### src/rtl/noc_rr_timeout_arbiter_pkg.sv
// Shared constants and helpers for the NoC output-port arbiter slice.
package noc_arb_pkg;

  localparam logic [2:0] HEAD_ID = 3'b001;
  localparam logic [2:0] TAIL_ID = 3'b100;

  typedef enum logic [1:0] {
    FLIT_HEAD = 2'd0,
    FLIT_BODY = 2'd1,
    FLIT_TAIL = 2'd2
  } flit_type_e;

  function automatic int clog2(input int value);
    int r;
    r = 0;
    while ((32'sd1 <<< r) < value) begin
      r = r + 1;
    end
    return r;
  endfunction

endpackage

### src/rtl/noc_rr_timeout_arbiter_if.sv
// Request/grant bundle between input ports (master side) and the output-port arbiter (slave side).
interface noc_rr_timeout_arbiter_if #(
  parameter int NPORTS = 5,
  parameter int LEN_W  = 12,
  parameter int FID_W  = 3
);
  import noc_arb_pkg::*;

  localparam int IDX_W = clog2(NPORTS);

  logic [NPORTS-1:0]       req;
  logic [NPORTS*FID_W-1:0] flit_id;
  logic [NPORTS*LEN_W-1:0] length;
  logic                    fwd_ack;
  logic [NPORTS-1:0]       grant;
  logic                    grant_valid;
  logic [IDX_W-1:0]        grant_idx;
  logic [NPORTS-1:0]       timeout_pulse;

  modport master (
    output req, flit_id, length, fwd_ack,
    input  grant, grant_valid, grant_idx, timeout_pulse
  );

  modport slave (
    input  req, flit_id, length, fwd_ack,
    output grant, grant_valid, grant_idx, timeout_pulse
  );

endinterface

### src/rtl/noc_rr_timeout_arbiter_pkt_timer.sv
// Per-port packet timer: latches the timeout limit from head flits and counts cycles while granted.
module noc_pkt_timer #(
  parameter int               LEN_W   = 12,
  parameter int               FID_W   = 3,
  parameter logic [FID_W-1:0] HEAD_ID = noc_arb_pkg::HEAD_ID
) (
  input  logic             clk,
  input  logic             rst,
  input  logic [FID_W-1:0] flit_id,
  input  logic [LEN_W-1:0] length,
  input  logic             run,
  output logic             expire
);

  logic [LEN_W-1:0] limit_r;
  logic [LEN_W-1:0] count_r;

  // Limit latch: any head flit refreshes the limit, whether or not the port holds the grant.
  always_ff @(posedge clk) begin
    if (rst) begin
      limit_r <= '0;
    end else if (flit_id == HEAD_ID) begin
      limit_r <= length;
    end else begin
      limit_r <= limit_r;
    end
  end

  // Hold counter: zero on the first granted cycle, saturating, cleared whenever not holding.
  always_ff @(posedge clk) begin
    if (rst) begin
      count_r <= '0;
    end else if (!run) begin
      count_r <= '0;
    end else if (count_r != {LEN_W{1'b1}}) begin
      count_r <= count_r + LEN_W'(1);
    end else begin
      count_r <= count_r;
    end
  end

  // A zero limit disables the timeout; otherwise the grant lasts exactly limit cycles.
  assign expire = run && (limit_r != '0) && (count_r == (limit_r - LEN_W'(1)));

endmodule

### src/rtl/noc_rr_timeout_arbiter.sv
// Round-robin output-port arbiter holding the grant per packet, with tail, request-drop and timeout release.
module noc_rr_timeout_arbiter #(
  parameter int               NPORTS  = 5,
  parameter int               LEN_W   = 12,
  parameter int               FID_W   = 3,
  parameter logic [FID_W-1:0] HEAD_ID = noc_arb_pkg::HEAD_ID,
  parameter logic [FID_W-1:0] TAIL_ID = noc_arb_pkg::TAIL_ID
) (
  input logic                     clk,
  input logic                     rst,
  noc_rr_timeout_arbiter_if.slave arb
);
  import noc_arb_pkg::*;

  localparam int               IDX_W    = clog2(NPORTS);
  localparam logic [IDX_W-1:0] LAST_IDX = IDX_W'(NPORTS - 1);

  logic [NPORTS-1:0] grant_r, pulse_r, expire_s, tail_s, eligible_s, grant_n_s, pulse_n_s;
  logic [IDX_W-1:0]  idx_r, ptr_r, pick_s, idx_n_s, ptr_n_s, cand_idx_s;
  logic              valid_r, found_s, held_s, hold_req_s, hold_tail_s, hold_exp_s;
  logic              release_s, timeout_s;
  int                cand_s;

  for (genvar i = 0; i < NPORTS; i++) begin : g_port
    noc_pkt_timer #(
      .LEN_W   (LEN_W),
      .FID_W   (FID_W),
      .HEAD_ID (HEAD_ID)
    ) u_timer (
      .clk     (clk),
      .rst     (rst),
      .flit_id (arb.flit_id[i*FID_W +: FID_W]),
      .length  (arb.length[i*LEN_W +: LEN_W]),
      .run     (grant_r[i]),
      .expire  (expire_s[i])
    );
    assign tail_s[i] = (arb.flit_id[i*FID_W +: FID_W] == TAIL_ID);
  end

  assign held_s      = |grant_r;
  assign hold_req_s  = |(grant_r & arb.req);
  assign hold_tail_s = arb.fwd_ack && (|(grant_r & tail_s));
  assign hold_exp_s  = |(grant_r & expire_s);
  assign release_s   = held_s && (!hold_req_s || hold_tail_s || hold_exp_s);
  // Only a pure expiry counts as a timeout; tail or request drop in the same cycle take precedence.
  assign timeout_s   = held_s && hold_exp_s && hold_req_s && !hold_tail_s;
  assign eligible_s  = arb.req & ~(release_s ? grant_r : {NPORTS{1'b0}});

  // Round-robin search starting just after the last holder.
  always_comb begin
    found_s    = 1'b0;
    pick_s     = '0;
    cand_s     = 0;
    cand_idx_s = '0;
    for (int k = 1; k <= NPORTS; k++) begin
      cand_s     = int'(ptr_r) + k;
      cand_s     = (cand_s >= NPORTS) ? (cand_s - NPORTS) : cand_s;
      cand_idx_s = IDX_W'(cand_s);
      if (!found_s && eligible_s[cand_idx_s]) begin
        found_s = 1'b1;
        pick_s  = cand_idx_s;
      end else begin
        found_s = found_s;
        pick_s  = pick_s;
      end
    end
  end

  // Next grant state: re-arbitrate when idle or releasing, otherwise keep the holder.
  always_comb begin
    grant_n_s = grant_r;
    idx_n_s   = idx_r;
    ptr_n_s   = ptr_r;
    pulse_n_s = timeout_s ? grant_r : {NPORTS{1'b0}};
    if (!held_s || release_s) begin
      if (found_s) begin
        grant_n_s = {{(NPORTS-1){1'b0}}, 1'b1} << pick_s;
        idx_n_s   = pick_s;
        ptr_n_s   = pick_s;
      end else begin
        grant_n_s = '0;
        idx_n_s   = '0;
        ptr_n_s   = ptr_r;
      end
    end else begin
      grant_n_s = grant_r;
      idx_n_s   = idx_r;
      ptr_n_s   = ptr_r;
    end
  end

  // Output and pointer registers.
  always_ff @(posedge clk) begin
    if (rst) begin
      grant_r <= '0;
      valid_r <= 1'b0;
      idx_r   <= '0;
      ptr_r   <= LAST_IDX;
      pulse_r <= '0;
    end else begin
      grant_r <= grant_n_s;
      valid_r <= |grant_n_s;
      idx_r   <= idx_n_s;
      ptr_r   <= ptr_n_s;
      pulse_r <= pulse_n_s;
    end
  end

  assign arb.grant         = grant_r;
  assign arb.grant_valid   = valid_r;
  assign arb.grant_idx     = idx_r;
  assign arb.timeout_pulse = pulse_r;

endmodule

### src/flat_wrapper.sv
// flat-port wrapper written by rule: the top's interface ports become plain ports
module noc_rr_timeout_arbiter_flat import noc_arb_pkg::*;
#(
  parameter int               NPORTS  = 5,
  parameter int               LEN_W   = 12,
  parameter int               FID_W   = 3,
  parameter logic [FID_W-1:0] HEAD_ID = noc_arb_pkg::HEAD_ID,
  parameter logic [FID_W-1:0] TAIL_ID = noc_arb_pkg::TAIL_ID
)
  (clk, rst, arb_req, arb_flit_id, arb_length, arb_fwd_ack, arb_grant, arb_grant_valid, arb_grant_idx, arb_timeout_pulse);
  noc_rr_timeout_arbiter_if #(.NPORTS(NPORTS), .LEN_W(LEN_W), .FID_W(FID_W)) arb_i ();
  input logic clk;
  input logic rst;
  input wire logic [$bits(arb_i.req)-1:0] arb_req;
  input wire logic [$bits(arb_i.flit_id)-1:0] arb_flit_id;
  input wire logic [$bits(arb_i.length)-1:0] arb_length;
  input wire logic [$bits(arb_i.fwd_ack)-1:0] arb_fwd_ack;
  output wire logic [$bits(arb_i.grant)-1:0] arb_grant;
  output wire logic [$bits(arb_i.grant_valid)-1:0] arb_grant_valid;
  output wire logic [$bits(arb_i.grant_idx)-1:0] arb_grant_idx;
  output wire logic [$bits(arb_i.timeout_pulse)-1:0] arb_timeout_pulse;
  assign arb_i.req = arb_req;
  assign arb_i.flit_id = arb_flit_id;
  assign arb_i.length = arb_length;
  assign arb_i.fwd_ack = arb_fwd_ack;
  assign arb_grant = arb_i.grant;
  assign arb_grant_valid = arb_i.grant_valid;
  assign arb_grant_idx = arb_i.grant_idx;
  assign arb_timeout_pulse = arb_i.timeout_pulse;
  noc_rr_timeout_arbiter #(.NPORTS(NPORTS), .LEN_W(LEN_W), .FID_W(FID_W), .HEAD_ID(HEAD_ID), .TAIL_ID(TAIL_ID)) u_core (.clk(clk), .rst(rst), .arb(arb_i));
endmodule
### config.mk
export PLATFORM = sky130hd
export DESIGN_NAME = noc_rr_timeout_arbiter_flat
export DESIGN_NICKNAME = d
export VERILOG_FILES = /design/src/rtl/noc_rr_timeout_arbiter_pkg.sv /design/src/rtl/noc_rr_timeout_arbiter_if.sv /design/src/rtl/noc_rr_timeout_arbiter_pkt_timer.sv /design/src/rtl/noc_rr_timeout_arbiter.sv /design/src/flat_wrapper.sv
export SDC_FILE = /design/constraint.sdc
export NUM_CORES = 1
export LEC_CHECK = 0
export CAP_MARGIN = 20
export CELL_PAD_IN_SITES_DETAIL_PLACEMENT = 1
export CELL_PAD_IN_SITES_GLOBAL_PLACEMENT = 1
export CORE_MARGIN = 2
export CORE_UTILIZATION = 46
export CTS_CLUSTER_DIAMETER = 40
export DETAILED_ROUTE_END_ITERATION = 10
export PLACE_DENSITY_LB_ADDON = 0.1
export SLEW_MARGIN = 30
export SYNTH_ARGS = -nofsm -noshare
export SYNTH_HDL_FRONTEND = slang
export SYNTH_SLANG_ARGS = --single-unit
export TNS_END_PERCENT = 10
### constraint.sdc
create_clock -name clk -period 6.8 [get_ports clk]
set_input_delay 0.68 -clock clk [delete_from_list [all_inputs] [get_ports clk]]
set_output_delay 0.68 -clock clk [all_outputs]
set_load 0.1 [all_outputs]
# Word-level counts from Yosys, hierarchy flattened
# Cells that the tools add are included.
[totals]
out_inout_bits = 14
register_bits = 137
[op_classes]
n_eq_ne = 20
magnitude_cmp = 10
n_bitwise = 11
n_mux = 29
reduce_logical = 46
n_addsub = 20
shift = 1
[op_table]
columns = ["op", "n"]
rows = [
  ["$add A12 B1 Y12 const B", 5],
  ["$eq A12 B12 Y1", 5],
  ["$ne A12 B12 Y1 const B", 5],
  ["$reduce_bool A12 Y1", 5],
  ["$sub A12 B1 Y12 const B", 5],
  ["$mux W3", 11],
  ["$reduce_or A5 Y1", 5],
  ["$and A5 B5 Y5", 4],
  ["$ge A4 B3 Y1 const B", 5],
  ["$lt A3 B4 Y1 const B", 5],
  ["$logic_and A1 B1 Y1", 19],
  ["$bmux W1 S3", 5],
  ["$eq A3 B1 Y1 const B", 5],
  ["$eq A3 B3 Y1 const B", 5],
  ["$mux W5", 3],
  ["$sub A3 B3 Y3 const B", 5],
  ["$reduce_or A2 Y1", 6],
  ["$mux W1", 10],
  ["$add A3 B2 Y4 const B", 2],
  ["$add A3 B3 Y4 const B", 2],
  ["$logic_not A1 Y1", 7],
  ["$not A1 Y1", 6],
  ["$not A5 Y5", 1],
  ["$shl A1 B3 Y5 const A", 1],
  ["other kinds (3)", 5],
]

# Depth between registers and ports, before layout
[logic_depth]
word_depth = 29
mapped_depth = 16
depth_no_buf = 16

# Hierarchy
# Synthesis repeated with hierarchy kept, for this count alone.
[hier_totals]
hier_cells = 1161
area_unflattened_um2 = 9587.9
[modules_own_cells]
columns = ["module", "seq_area_each_um2", "area_per_inst_um2", "n_inst", "cells_each"]
rows = [
  ["noc_pkt_timer", 480.5, 1481.4, 5, 180],
  ["noc_rr_timeout_arbiter", 340.3, 2180.8, 1, 261],
]

# Worst setup path before layout
# Ideal clock, no wire load.
[synth_path]
kind = "register to register"
from = "reg u_core.ptr_r[0]"
to = "reg u_core.grant_r[0], in the netlist u_core.arb.grant[0]"
arrival_ns = 3.610
period_less_slack_ns = 3.685
path_stages_with_launch = 17
setup_time_ns = 0.075
slack_ns = 3.115
path_cell_list = "dfxtp_1 -> clkinv_1 -> ha_1 -> inv_1 -> fa_1 -> a21oi_1 -> xnor2_1 -> mux2i_1 -> nor3_1 -> a32o_1 -> a222oi_1 -> o21a_1 -> o211ai_1 -> nor4b_1 -> a311oi_2 -> or3_1 -> o22ai_1"
[synth_between]
elab_chain_len = 21
word_cells_on_any_way = 51
cone_classes = "add/sub (10); order compare (5); shift (1); mux (27); reduce/logical (8)"
[synth_rtl]
columns = ["element", "line", "rtl"]
rows = [
  ["from (decl)", "noc_rr_timeout_arbiter.sv:19", "logic [IDX_W-1:0] idx_r, ptr_r, pick_s, idx_n_s, ptr_n_s, cand_idx_s;"],
  ["from (signal assigned)", "noc_rr_timeout_arbiter.sv:104", "ptr_r <= ptr_n_s;"],
  ["$add A3 B1 Y4", "noc_rr_timeout_arbiter.sv:56", "cand_s = int'(ptr_r) + k;"],
  ["$ge A4 B3 Y1 / $sub A3 B3 Y3 (equally long branches)", "noc_rr_timeout_arbiter.sv:57", "cand_s = (cand_s >= NPORTS) ? (cand_s - NPORTS) : cand_s;"],
  ["$mux W3", "noc_rr_timeout_arbiter.sv:57", ""],
  ["$bmux W1 S3", "noc_rr_timeout_arbiter.sv:59", "if (!found_s && eligible_s[cand_idx_s]) begin"],
  ["$mux W1 (not written as such)", "noc_rr_timeout_arbiter.sv:59", ""],
  ["$mux W1", "noc_rr_timeout_arbiter.sv:59", ""],
  ["$logic_not A1 Y1", "noc_rr_timeout_arbiter.sv:59", ""],
  ["$logic_and A1 B1 Y1", "noc_rr_timeout_arbiter.sv:59", ""],
  ["[... 5 more ...]", "-", ""],
  ["$logic_and A1 B1 Y1", "noc_rr_timeout_arbiter.sv:59", ""],
  ["$mux W1", "noc_rr_timeout_arbiter.sv:59", ""],
  ["$logic_not A1 Y1", "noc_rr_timeout_arbiter.sv:59", ""],
  ["$logic_and A1 B1 Y1", "noc_rr_timeout_arbiter.sv:59", ""],
  ["$mux W3", "noc_rr_timeout_arbiter.sv:59", ""],
  ["$shl A1 B3 Y5", "noc_rr_timeout_arbiter.sv:77", "grant_n_s = {{(NPORTS-1){1'b0}}, 1'b1} << pick_s;"],
  ["$mux W5 *", "noc_rr_timeout_arbiter.sv:76", "if (found_s) begin"],
  ["$mux W5 *", "noc_rr_timeout_arbiter.sv:75", "if (!held_s || release_s) begin"],
  ["to (signal assigned)", "noc_rr_timeout_arbiter.sv:101", "grant_r <= grant_n_s;"],
  ["to (decl)", "noc_rr_timeout_arbiter.sv:18", "logic [NPORTS-1:0] grant_r, pulse_r, expire_s, tail_s, eligible_s, grant_n_s, pulse_n_s;"],
]
# Mark *: on every way between the ends. The rest lies on a longest branch, timed or not. The select of a mux whose other input is x is not followed.
# A chain may end at the register's enable or synchronous reset.

# Worst setup path after layout
[layout_path]
from = "reg u_core.ptr_r[0]"
to = "reg u_core.grant_r[2], in the netlist u_core.arb.grant[2]"
# The elaborated chain is that of the path after synthesis.

==> results.md <==
- Status: finished clean
- Hold depth: 2
- Root buf cell: clkbuf_16
- Vias in the first global route: about 8,500
- CTS tree: built
- Cts hold-fix bufs: 0
- DR WL/cell: roughly 19 microns
- Period utilization: between 60% and 70%
- Main combinational cell family by area after synthesis: simple AND/OR/NAND/NOR gates
- Setup TNS: 0 ps
- First-pass GRT wire length: 43,800 microns
- Total of warnings raised by yosys: 0
- Synth-to-layout area growth: 19.4%
- Clk sink count: 137
- Layout cell share with drive strength beyond 1: 6.60%
- Post-Synthesis Cells: around 1,100
- Initial antenna violation count: 0
- Async set-reset flop share out of synthesis: 0%
- Initial Utilization: between 40% and 50%
- Hold Crit Class: reg -> reg
- Worst path cell trace: clkinv_1 > ha_1 > inv_1 > fa_1 > a21oi_1 > xnor2_1 > mux2i_1 > nor3_1 > a32o_1 > a222oi_1 > o21ai_0 > a32o_1 > o32ai_2 > nand3_1 > o32ai_2
- Gr usage total: a little over a quarter
- CP endpoint kind: register
- Unrepaired setup endpoints after global routing: false
- GRT Residual Overflow: 0
- Biggest area consumer among synthesized cells: dfxtp_1
- Clock buffer count from CTS: 17
- Clk_lat worst skew: roughly 440 ps
- Synth Flop Type: dfxtp_1
- DRT antenna net count: 0
- Hold Vio Cnt, Final: 0
- DIE AREA: approximately 20,000 sq um
- Port bufs: 96
- Max clock buf depth: 2
- Tmin final: 4750 ps
- Peak Freq: between 200 and 250 MHz
- Reg2reg end: u_core.arb.grant[2]$_SDFF_PP0_
- Buffers inserted by post-CTS timing repair: 0
- I/O pins: 97
- Die W: roughly 140 microns
- Min-Delay Startpoint: u_core.arb.grant_idx[1]$_SDFFE_PP0N_
- PwrDens: 308 nW/um^2
- Via-to-Cell Ratio: around 6.0
- Simple-gate share of the synthesized area: 27.1%
- Relative slew slack: about a third
- Mux contribution to synthesized area: between 8 and 9%
- Top-area cell type share of the netlist area: 31.1%
- DR vias: around 8,400
- Synth Area in XOR/XNOR: between 10 and 15%
- Slowest-stage cell, CP: dfxtp_1
- Final setup viols: 0
- Crit path launch type: register
- Routability congestion estimate: ~0.9
- Post-CTS Resized: 0
- R2R Setup Slk: 2050 ps
- Compound-cell area share of the yosys netlist: 16.2%
- Post-synth EDFFs: 0
- Syn_area_per_cell: 8.13 sq um
- Final clock skew: between 9 and 10 ps
- Top-count cell post-synth: nor2_1
- Sequential area share after synthesis: 31.1%
- Post-synthesis cell area: between 8000 and 9000 sq um
- WL final: approximately 26,000 microns
- Syn Nets: between 1,000 and 1,500
- CP Class: reg -> reg
- Post-detailed-route DRC marker count: 0
- Clock transition at path regs: roughly 60 ps
- Nets: 1,256
- Largest net degree at the start of global routing: roughly 80
- Num rows: 50
- P_leak: 3.86 nW
- Hold slack: about 460 ps
- Cells on worst reg2reg path: 15
- Seq cells post-synth: around 140
- Ant diodes: 0
- Htree depth: 4
- Max IR drop VDD: ~190 uV
- Least-Margin Pin Slew: 1000 ps
- Netlist cell types: 82
- Post-synth top cells: 163 x nor2_1, 137 x dfxtp_1, 67 x mux2i_1
- Largest cells by area after synthesis: dfxtp_1 31%, mux2i_1 7.6%, nor2_1 6.9%
- Slew Viols, Final: 0
- CP max FO: 15
- Die height: 142 microns
- Hold Path End: u_core.arb.grant_idx[1]$_SDFFE_PP0N_
- WP data required: ~7100 ps
- CORE AREA: 18,800 sq um
- R2R Path Start: u_core.ptr_r[0]$_SDFFE_PP0P_
- Post-synthesis adder-cell area fraction: roughly 2.9%
- Initial DRC count: 430
- Half-perimeter wire length after placement: roughly 19,000 microns
- Max-cap violations: 0
- CP max stage delay: slightly below 700 ps
- Crit path DAT: 5100 ps
- Drt pass-1 iters: 5
## report_power, final
part | total (mW) | internal, mW | switching, mW
Combinational | 1.35 | 0.525 | 0.827
Clock | 0.983 | 0.614 | 0.369
Sequential | 0.909 | 0.842 | 0.0674
Total | 3.24 | 1.98 | 1.26
## cell usage in the layout, fill, tap and decap left out, types with 9 or more instances in the layout
master           count
a211oi_1             9
a31oi_1             14
nor2_1             163
xnor2_1             49
ha_1                19
nand2b_1            16
or4_1               10
inv_1               28
dfxtp_1            137
o31ai_1             10
nand4_1             26
a21oi_1             57
nor2b_1             22
o21ai_0             33
clkbuf_16           17
nor4_1              13
or3_1               16
nor3_1              32
mux2i_1             67
clkdlybuf4s50_1     95
nand3_1             41
xor2_1              53
and3_1              13
nand2_1             65
## logic make-up after synthesis
| group | after synthesis |
|---|---|
| AOI/OAI and AO/OA | 205 |
| xor gates and xnor gates | 102 |
| adders and majority gates | 20 |
| buffers and inverters | 83 |
| DFF | 137 |
| muxes | 72 |
| and+or+nand+nor | 466 |
## layout make-up
cell class                      count  area, sq um
Clock buffer                       21          480
Clock inverter                     11          143
Fill cell                        2263         8240
Inverter                           29          109
Multi-Input combinational cell    865         5760
Sequential cell                   137         2740
Tap cell                          234          293
Timing Repair Buffer              103         1010
## layer usage
| layer | wire [microns] | GRT usage (%) | vias up |
|---|---|---|---|
| li1 | - | - | 4044 |
| met1 | 12100 | 34.7 | 4058 |
| met4 | 569 | 8.81 | 0 |
| met5 | 0 | 0 | - |
| met2 | 12500 | 45.4 | 207 |
| met3 | 1190 | 5.11 | 45 |
## critical path: cells and delay by family (launching register included)
| family | cells | cell delay, ps |
|---|---|---|
| fa+ha+maj | 2 | 550 |
| compound gates | 7 | 1900 |
| xor+xnor | 1 | 390 |
| flops | 1 | 690 |
| mux | 1 | 260 |
| simple gates | 2 | 340 |
| buf+inv | 2 | 520 |
## flip-flops by register name, summed over array words and instances (netlist names)
signal / cells
u_core.arb.timeout_pulse: 5
u_core.arb.grant_idx: 3
u_core.arb.grant: 5
u_core.ptr_r: 3
u_core.arb.grant_valid: 1
u_core.g_port.u_timer.count_r: 60
u_core.g_port.u_timer.limit_r: 60
## worst max-delay path by stage
stage	start	slack, ps	depth (start not counted)	end
floorplan	u_core.ptr_r[0]$_SDFFE_PP0P_	3120	16	u_core.arb.grant[0]$_SDFF_PP0_
global placement	u_core.ptr_r[0]$_SDFFE_PP0P_	2340	16	u_core.arb.grant[0]$_SDFF_PP0_
detailed placement	u_core.ptr_r[0]$_SDFFE_PP0P_	2120	16	u_core.arb.grant[0]$_SDFF_PP0_
CTS	u_core.ptr_r[0]$_SDFFE_PP0P_	2090	15	u_core.arb.grant[2]$_SDFF_PP0_
global route	u_core.ptr_r[0]$_SDFFE_PP0P_	1650	16	u_core.arb.grant_idx[2]$_SDFFE_PP0N_
finish	u_core.ptr_r[0]$_SDFFE_PP0P_	2050	15	u_core.arb.grant[2]$_SDFF_PP0_
## metrics by stage
step	total power, mW	utilization (%)	instance area (sq um)	setup WS [ps]	instances
finish	3.24	56.1	10500	2050	1400
global route	3.42	56.1	10500	1650	1400
CTS	3.25	56.1	10500	2090	1400
detailed placement	2.24	52.8	9910	2120	1368
global placement	2.20	52.8	9910	2340	1368
floorplan	1.92	-	8820	3120	1085
Power figures use the tool's default switching activity.
